==> src/rtl/lc4_retire_monitor_if.sv <==
// Retire-monitor bus: processor retire signals, host controls and monitor results.
// master = processor/host side, slave = lc4_retire_monitor.
interface lc4_retire_monitor_if #(
    parameter int INSN          = 19,
    parameter int IADDR         = 10,
    parameter int REG_ADDR_BITS = 5,
    parameter int CNT_W         = 32
);
    localparam int TW = INSN + IADDR + REG_ADDR_BITS + 3;

    logic                     gwe;
    logic                     clear;
    logic [1:0]               test_stall;
    logic [IADDR:0]           test_cur_pc;
    logic [INSN:0]            test_cur_insn;
    logic                     test_regfile_we;
    logic [REG_ADDR_BITS-1:0] test_regfile_wsel;
    logic                     trace_pop;

    logic [CNT_W-1:0]         cnt_cycles;
    logic [CNT_W-1:0]         cnt_exec;
    logic [CNT_W-1:0]         cnt_cache_stall;
    logic [CNT_W-1:0]         cnt_branch_stall;
    logic [CNT_W-1:0]         cnt_load_stall;
    logic                     halted;
    logic                     hung;
    logic                     trace_valid;
    logic [TW-1:0]            trace_data;
    logic                     trace_overflow;

    modport master (
        output gwe, clear, test_stall, test_cur_pc, test_cur_insn,
        output test_regfile_we, test_regfile_wsel, trace_pop,
        input  cnt_cycles, cnt_exec, cnt_cache_stall,
        input  cnt_branch_stall, cnt_load_stall,
        input  halted, hung, trace_valid, trace_data, trace_overflow
    );

    modport slave (
        input  gwe, clear, test_stall, test_cur_pc, test_cur_insn,
        input  test_regfile_we, test_regfile_wsel, trace_pop,
        output cnt_cycles, cnt_exec, cnt_cache_stall,
        output cnt_branch_stall, cnt_load_stall,
        output halted, hung, trace_valid, trace_data, trace_overflow
    );
endinterface

==> src/rtl/lc4_retire_monitor.sv <==
// Retire/performance monitor: cycle, exec and stall counters, halt detect,
// hang watchdog, optional retire trace FIFO (macro LC4_RETIRE_TRACE_EN).
// Ports: i_clk, i_rst (sync active-high), io_mon (lc4_retire_monitor_if.slave).
module lc4_retire_monitor #(
    parameter int            INSN          = 19,
    parameter int            IADDR         = 10,
    parameter int            REG_ADDR_BITS = 5,
    parameter int            CNT_W         = 32,
    parameter logic [19:0]   HALT_INSN     = 20'h88000,
    parameter int            WDOG_CYCLES   = 1024,
    parameter int            TRACE_DEPTH   = 8
) (
    input  logic                   i_clk,
    input  logic                   i_rst,
    lc4_retire_monitor_if.slave    io_mon
);
    localparam int TW  = INSN + IADDR + REG_ADDR_BITS + 3;
    localparam int WDW = $clog2(WDOG_CYCLES + 1);
    localparam logic [WDW-1:0] WD_LAST = WDW'(WDOG_CYCLES - 1);

    typedef enum logic [1:0] {
        S_IDLE, S_RUN, S_HALTED, S_HUNG
    } state_t;

    state_t           r_state;
    logic [CNT_W-1:0] r_cyc, r_exec, r_cache, r_branch, r_load;
    logic [WDW-1:0]   r_wdog;
    logic             r_halted, r_hung;

    // IDLE and RUN both count: the first qualified cycle is a RUN cycle.
    wire w_active = io_mon.gwe && !io_mon.clear &&
                    (r_state == S_IDLE || r_state == S_RUN);
    wire w_exec   = w_active && (io_mon.test_stall == 2'd0);
    wire w_halt   = io_mon.test_cur_insn == HALT_INSN[INSN:0];

    function automatic logic [CNT_W-1:0] sat_inc(input logic [CNT_W-1:0] v);
        return (&v) ? v : v + 1'b1;
    endfunction

    always_ff @(posedge i_clk) begin
        if (i_rst || io_mon.clear) begin
            r_state  <= S_IDLE;
            r_cyc    <= '0;
            r_exec   <= '0;
            r_cache  <= '0;
            r_branch <= '0;
            r_load   <= '0;
            r_wdog   <= '0;
            r_halted <= 1'b0;
            r_hung   <= 1'b0;
        end else if (w_active) begin
            r_state <= S_RUN;
            r_cyc   <= sat_inc(r_cyc);
            case (io_mon.test_stall)
                2'd0:    r_exec   <= sat_inc(r_exec);
                2'd1:    r_cache  <= sat_inc(r_cache);
                2'd2:    r_branch <= sat_inc(r_branch);
                default: r_load   <= sat_inc(r_load);
            endcase
            if (io_mon.test_stall == 2'd0) begin
                // A retire always clears the watchdog, even on its last cycle.
                r_wdog <= '0;
                if (w_halt) begin
                    r_state  <= S_HALTED;
                    r_halted <= 1'b1;
                end
            end else begin
                r_wdog <= r_wdog + 1'b1;
                if (r_wdog == WD_LAST) begin
                    r_state <= S_HUNG;
                    r_hung  <= 1'b1;
                end
            end
        end
    end

    assign io_mon.cnt_cycles       = r_cyc;
    assign io_mon.cnt_exec         = r_exec;
    assign io_mon.cnt_cache_stall  = r_cache;
    assign io_mon.cnt_branch_stall = r_branch;
    assign io_mon.cnt_load_stall   = r_load;
    assign io_mon.halted           = r_halted;
    assign io_mon.hung             = r_hung;

`ifdef LC4_RETIRE_TRACE_EN
    localparam int AW = $clog2(TRACE_DEPTH);

    logic [TW-1:0] r_mem [TRACE_DEPTH];
    logic [AW-1:0] r_wr, r_rd;
    logic [AW:0]   r_count;
    logic          r_ovf;

    wire [TW-1:0] w_rec = {io_mon.test_cur_pc, io_mon.test_cur_insn,
                           io_mon.test_regfile_we, io_mon.test_regfile_wsel};
    wire w_full = r_count == (AW+1)'(TRACE_DEPTH);
    wire w_pop  = io_mon.trace_pop && (r_count != '0);
    // A pop in the same cycle frees a slot, so a full FIFO still accepts.
    wire w_push = w_exec && (!w_full || w_pop);

    always_ff @(posedge i_clk) begin
        if (w_push) r_mem[r_wr] <= w_rec;
    end

    always_ff @(posedge i_clk) begin
        if (i_rst) begin
            r_wr    <= '0;
            r_rd    <= '0;
            r_count <= '0;
            r_ovf   <= 1'b0;
        end else begin
            if (w_push) r_wr <= r_wr + 1'b1;
            if (w_pop)  r_rd <= r_rd + 1'b1;
            case ({w_push, w_pop})
                2'b10:   r_count <= r_count + 1'b1;
                2'b01:   r_count <= r_count - 1'b1;
                default: r_count <= r_count;
            endcase
            if (io_mon.clear)
                r_ovf <= 1'b0;
            else if (w_exec && w_full && !w_pop)
                r_ovf <= 1'b1;
        end
    end

    assign io_mon.trace_valid    = r_count != '0;
    assign io_mon.trace_data     = (r_count != '0) ? r_mem[r_rd] : '0;
    assign io_mon.trace_overflow = r_ovf;
`else
    logic w_unused;
    assign w_unused = ^{io_mon.trace_pop, io_mon.test_cur_pc,
                        io_mon.test_regfile_we, io_mon.test_regfile_wsel,
                        w_exec};

    assign io_mon.trace_valid    = 1'b0;
    assign io_mon.trace_data     = '0;
    assign io_mon.trace_overflow = 1'b0;
`endif
endmodule

==> src/flat_wrapper.sv <==
// flat-port wrapper written by rule: the top's interface ports become plain ports
module lc4_retire_monitor_flat 
#(
    parameter int            INSN          = 19,
    parameter int            IADDR         = 10,
    parameter int            REG_ADDR_BITS = 5,
    parameter int            CNT_W         = 32,
    parameter logic [19:0]   HALT_INSN     = 20'h88000,
    parameter int            WDOG_CYCLES   = 1024,
    parameter int            TRACE_DEPTH   = 8
)
  (i_clk, i_rst, io_mon_gwe, io_mon_clear, io_mon_test_stall, io_mon_test_cur_pc, io_mon_test_cur_insn, io_mon_test_regfile_we, io_mon_test_regfile_wsel, io_mon_trace_pop, io_mon_cnt_cycles, io_mon_cnt_exec, io_mon_cnt_cache_stall, io_mon_cnt_branch_stall, io_mon_cnt_load_stall, io_mon_halted, io_mon_hung, io_mon_trace_valid, io_mon_trace_data, io_mon_trace_overflow);
  lc4_retire_monitor_if #(.INSN(INSN), .IADDR(IADDR), .REG_ADDR_BITS(REG_ADDR_BITS), .CNT_W(CNT_W)) io_mon_i ();
  input  logic i_clk;
  input  logic i_rst;
  input wire logic [$bits(io_mon_i.gwe)-1:0] io_mon_gwe;
  input wire logic [$bits(io_mon_i.clear)-1:0] io_mon_clear;
  input wire logic [$bits(io_mon_i.test_stall)-1:0] io_mon_test_stall;
  input wire logic [$bits(io_mon_i.test_cur_pc)-1:0] io_mon_test_cur_pc;
  input wire logic [$bits(io_mon_i.test_cur_insn)-1:0] io_mon_test_cur_insn;
  input wire logic [$bits(io_mon_i.test_regfile_we)-1:0] io_mon_test_regfile_we;
  input wire logic [$bits(io_mon_i.test_regfile_wsel)-1:0] io_mon_test_regfile_wsel;
  input wire logic [$bits(io_mon_i.trace_pop)-1:0] io_mon_trace_pop;
  output wire logic [$bits(io_mon_i.cnt_cycles)-1:0] io_mon_cnt_cycles;
  output wire logic [$bits(io_mon_i.cnt_exec)-1:0] io_mon_cnt_exec;
  output wire logic [$bits(io_mon_i.cnt_cache_stall)-1:0] io_mon_cnt_cache_stall;
  output wire logic [$bits(io_mon_i.cnt_branch_stall)-1:0] io_mon_cnt_branch_stall;
  output wire logic [$bits(io_mon_i.cnt_load_stall)-1:0] io_mon_cnt_load_stall;
  output wire logic [$bits(io_mon_i.halted)-1:0] io_mon_halted;
  output wire logic [$bits(io_mon_i.hung)-1:0] io_mon_hung;
  output wire logic [$bits(io_mon_i.trace_valid)-1:0] io_mon_trace_valid;
  output wire logic [$bits(io_mon_i.trace_data)-1:0] io_mon_trace_data;
  output wire logic [$bits(io_mon_i.trace_overflow)-1:0] io_mon_trace_overflow;
  assign io_mon_i.gwe = io_mon_gwe;
  assign io_mon_i.clear = io_mon_clear;
  assign io_mon_i.test_stall = io_mon_test_stall;
  assign io_mon_i.test_cur_pc = io_mon_test_cur_pc;
  assign io_mon_i.test_cur_insn = io_mon_test_cur_insn;
  assign io_mon_i.test_regfile_we = io_mon_test_regfile_we;
  assign io_mon_i.test_regfile_wsel = io_mon_test_regfile_wsel;
  assign io_mon_i.trace_pop = io_mon_trace_pop;
  assign io_mon_cnt_cycles = io_mon_i.cnt_cycles;
  assign io_mon_cnt_exec = io_mon_i.cnt_exec;
  assign io_mon_cnt_cache_stall = io_mon_i.cnt_cache_stall;
  assign io_mon_cnt_branch_stall = io_mon_i.cnt_branch_stall;
  assign io_mon_cnt_load_stall = io_mon_i.cnt_load_stall;
  assign io_mon_halted = io_mon_i.halted;
  assign io_mon_hung = io_mon_i.hung;
  assign io_mon_trace_valid = io_mon_i.trace_valid;
  assign io_mon_trace_data = io_mon_i.trace_data;
  assign io_mon_trace_overflow = io_mon_i.trace_overflow;
  lc4_retire_monitor #(.INSN(INSN), .IADDR(IADDR), .REG_ADDR_BITS(REG_ADDR_BITS), .CNT_W(CNT_W), .HALT_INSN(HALT_INSN), .WDOG_CYCLES(WDOG_CYCLES), .TRACE_DEPTH(TRACE_DEPTH)) u_core (.i_clk(i_clk), .i_rst(i_rst), .io_mon(io_mon_i));
endmodule
==> config.mk <==
export PLATFORM = sky130hd
export DESIGN_NAME = lc4_retire_monitor_flat
export DESIGN_NICKNAME = d
export VERILOG_FILES = /design/src/rtl/lc4_retire_monitor_if.sv /design/src/rtl/lc4_retire_monitor.sv /design/src/flat_wrapper.sv
export SDC_FILE = /design/constraint.sdc
export NUM_CORES = 1
export LEC_CHECK = 0
export BUFFER_PORTS_ARGS = -buffer_cell sky130_fd_sc_hd__buf_2
export CAP_MARGIN = 20
export CORE_ASPECT_RATIO = 1.4
export CORE_UTILIZATION = 34
export CTS_CLUSTER_DIAMETER = 100
export DETAILED_ROUTE_END_ITERATION = 10
export GPL_ROUTABILITY_DRIVEN = 0
export PLACE_DENSITY_LB_ADDON = 0.08
export SLEW_MARGIN = 20
export SYNTH_ARGS = -nofsm -noshare
export SYNTH_HDL_FRONTEND = slang
export SYNTH_SLANG_ARGS = --single-unit
==> constraint.sdc <==
create_clock -name i_clk -period 3.8 [get_ports i_clk]
set_input_delay 0.38 -clock i_clk [delete_from_list [all_inputs] [get_ports i_clk]]
set_output_delay 0.38 -clock i_clk [all_outputs]
set_load 0.05 [all_outputs]
==> results.tsv <==
metric	value	unit
fill_cells	2628	
rsz0062_at_grt	no	
dieArea	25800	µm²
clock-root-buffer	clkbuf_16	
coreArea	24700	µm²
holdPathEnd	u_core.io_mon.cnt_load_stall[27]$_SDFFE_PP0P_	
yosys.area_share.adder	0.00878	
antenna_found_initial	0	
fin_crit	2620	ps
htreeDepth	4	
power_frac_comb	0.044	
synth.yosys.seq_area_share	0.407	
ios	245	
via_per_inst	5.04	
crit_chain	ha_1 > nand4_1 > nor4b_2 > nand4_1 > nand4_1 > xor2_1 > nor2_1	
diodes	0	
busiest_layer	met2	
nNetsFinal	1254	
clk_pin_slew_worst_paths	70	ps
synth.cell_area	8550	µm²
crit_type	flop to flop	
cpMaxStageDelayCell	nor4b_2	
synth-compound-area-share	0.0593	
post-route-period-util	0.689	
die_w	136	µm
cts_resized	0	
drtIter0Drc	357	
initial_core_util	0.347	
r2r_cells	7	
yosys.area_share.simple	0.335	
switchingPower	0.000900	W
gr-usage-met2	0.320	
r2r_slack	1180	ps
max_freq	382	MHz
max-cap-violations	0	
drive_above_1_share	0.198	
ant_nets	0	
min_path_cells	3	
vias	7727	
finalHoldViolCount	0	
p_seq_frac	0.474	
outcome	complete, no violations	
cp_common_cell	nand4_1	
routedWlPerCell	15.0	µm
clkSinkCount	174	
synth-seq-cells	174	
drc	0	
synth_edf_count	0	
final_common_cell	buf_2	
numCtsBuffers	17	
cp_num_buf_inv	0	
r2r_start	u_core.io_mon.cnt_cycles[0]$_SDFFE_PP0P_	
startpoint_type	flop	
cts_tree	done	
reg2reg_to	u_core.io_mon.cnt_cycles[19]$_SDFFE_PP0P_	
synth_xor_area_frac	0.128	
cp_slowest_stage_delay	610	ps
setup_viol	0	
dp_hpwl	16400	µm
synth_warnings	0	
muxShareOfSynthArea	0.00117	
ys.flop_type	dfxtp_1	
use_met3	0.0394	
tns	0	ps
hold_path.class	primary input to flop	
cts_buffer_depth	2	
syn2layout_area_growth	20.0	%
cp_data_arrival_time	2900	ps
finalClockSkew	9.11	ps
hold_start	i_rst	
synthCells	1030	
grt_use_total	0.182	
critPathMaxFanout	8	
clock_latency	440	ps
p_clk_frac	0.482	
synth_top_family_by_area	simple AND/OR/NAND/NOR gates	
finalWirelength	23000	µm
overflow	0	
tightest_slew	1030	ps
cp_top_family	simple AND/OR/NAND/NOR gates	
async_flop_share	0	
final_cell_mix	buf_2, dfxtp_1, nor2_1, nand3_1, xor2_1	
crit_path_start	u_core.io_mon.cnt_cycles[0]$_SDFFE_PP0P_	
syn_area_per_cell	8.30	µm²
maxSlewHeadroom	0.312	
postCtsSetupRepairBufs	0	
rows	68	
internal_power	0.00295	W
ir_worst_vdd	308	µV
grt_pass1_vias	7208	
grt_max_degree	86	
grt_util_met1	0.219	
grt_pass1_wl	37500	µm
holdWs	261	ps
firstDrtPassIters	5	
cp.required	4080	ps
slew_viol_final	0	
p_leak	3.88	nW
numPortBuffers	187	
die_h	190	µm
switching_share	0.234	
endpoint_kind	flop	
p_per_area	375	nW/µm²
cts_hold_buf	0	
synth.distinct_cells	52	
==> area by class of cell <==
class                   instances  area (µm²)  share of cell area
flip-flops and latches        174        3480               0.339
repair buffers                193         993              0.0968
clock inverters                 9         133              0.0129
multi-input cells             801        4710               0.459
clock buffers                  23         488              0.0475
inverters                      17        63.8             0.00622
well taps                     315         394              0.0384
==> cell families after synthesis <==
logic type | Yosys count
flip-flops | 174
AO/OA/AOI/OAI | 87
adder cells (fa/ha/maj) | 6
XOR/XNOR | 125
AND/OR/NAND/NOR | 543
buffers and inverters | 93
other | 1
multiplexers | 1
==> per-layer routing <==
metal	vias up	part of all wire
li1	3904	-
met1	3613	0.44
met2	191	0.50
met3	19	0.048
met4	0	0.012
met5	-	0
==> power groups by stage <==
| stage | sequential, W | combinational, W | clock, W |
|---|---|---|---|
| 5_1_grt | 0.00183 | 0.000182 | 0.00199 |
| 3_5_place_dp | 0.00187 | 0.000171 | 0 |
| 4_1_cts | 0.00183 | 0.000171 | 0.00192 |
| 6_report | 0.00183 | 0.000169 | 0.00186 |
| 3_3_place_gp | 0.00187 | 0.000171 | 0 |
| 2_1_floorplan | 0.00187 | 0.000163 | 0 |
==> synthesized netlist by cell type (2+ instances only) <==
| cell | n | area [µm²] |
|---|---|---|
| ha_1 | 6 | 75.1 |
| or4b_1 | 2 | 20.0 |
| o211ai_1 | 6 | 45.0 |
| xor2_1 | 78 | 683 |
| o21ai_0 | 28 | 140 |
| nor3b_1 | 2 | 15.0 |
| nand3_1 | 79 | 395 |
| nor2_1 | 158 | 593 |
| nor4_2 | 2 | 25.0 |
| and2_1 | 7 | 43.8 |
| nand4_1 | 64 | 400 |
| o31ai_1 | 2 | 15.0 |
| inv_1 | 17 | 63.8 |
| nor2_2 | 2 | 12.5 |
| and4_1 | 18 | 158 |
| nor3_1 | 21 | 105 |
| o31a_1 | 2 | 17.5 |
| nor4b_1 | 7 | 61.3 |
| o311ai_1 | 2 | 17.5 |
| or3_1 | 33 | 206 |
| and3_1 | 20 | 125 |
| xnor2_1 | 47 | 412 |
| nand4b_1 | 3 | 26.3 |
| nor4_1 | 20 | 125 |
| nand2_1 | 74 | 278 |
| nand3_2 | 2 | 20.0 |
| or4_1 | 11 | 82.6 |
| or2_2 | 5 | 31.3 |
| a31oi_1 | 3 | 18.8 |
| clkbuf_1 | 33 | 124 |
| nor4_4 | 2 | 42.5 |
| or2_1 | 3 | 18.8 |
| a21oi_1 | 35 | 175 |
| buf_4 | 41 | 308 |
| o21ai_1 | 4 | 20.0 |
| dfxtp_1 | 174 | 3480 |
| or3b_1 | 2 | 17.5 |
==> state kept, by name, summed over array words and instances, names as in the netlist <==
name / flops
u_core.io_mon.cnt_branch_stall: 32
u_core.io_mon.cnt_cache_stall: 32
u_core.io_mon.cnt_cycles: 32
u_core.io_mon.cnt_exec: 32
u_core.io_mon.cnt_load_stall: 32
u_core.io_mon.halted: 1
u_core.io_mon.hung: 1
u_core.r_state: 1
u_core.r_wdog: 11
==> per-stage QoR <==
step	setup slack [ps]	cell area [µm²]	cells	utilization	total power [W]
after CTS	1130	10300	1532	0.416	0.00392
after detailed placement	1050	9640	1500	0.391	0.00204
after global placement	1070	9640	1500	0.391	0.00204
final	1180	10300	1532	0.416	0.00385
after floorplan	1280	8690	1068	-	0.00203
after global routing	890	10300	1532	0.416	0.00400
==> worst max-delay path by stage <==
stage	endpoint	slack [ps]	cells after the start
2_1_floorplan	u_core.io_mon.cnt_exec[21]$_SDFFE_PP0P_	1280	7
3_3_place_gp	u_core.io_mon.cnt_cycles[29]$_SDFFE_PP0P_	1070	7
3_5_place_dp	u_core.io_mon.cnt_cycles[27]$_SDFFE_PP0P_	1050	7
4_1_cts	u_core.io_mon.cnt_cycles[3]$_SDFFE_PP0P_	1130	7
5_1_grt	u_core.io_mon.cnt_cycles[19]$_SDFFE_PP0P_	890	7
6_report	u_core.io_mon.cnt_cycles[19]$_SDFFE_PP0P_	1180	7
==> tightest hold or removal path, delay by kind of cell <==
family	cells	cell delay (ps)
buffers and inverters	1	120
AND/OR/NAND/NOR	1	110
AO/OA/AOI/OAI	1	50
Power figures use the tool's default switching activity.
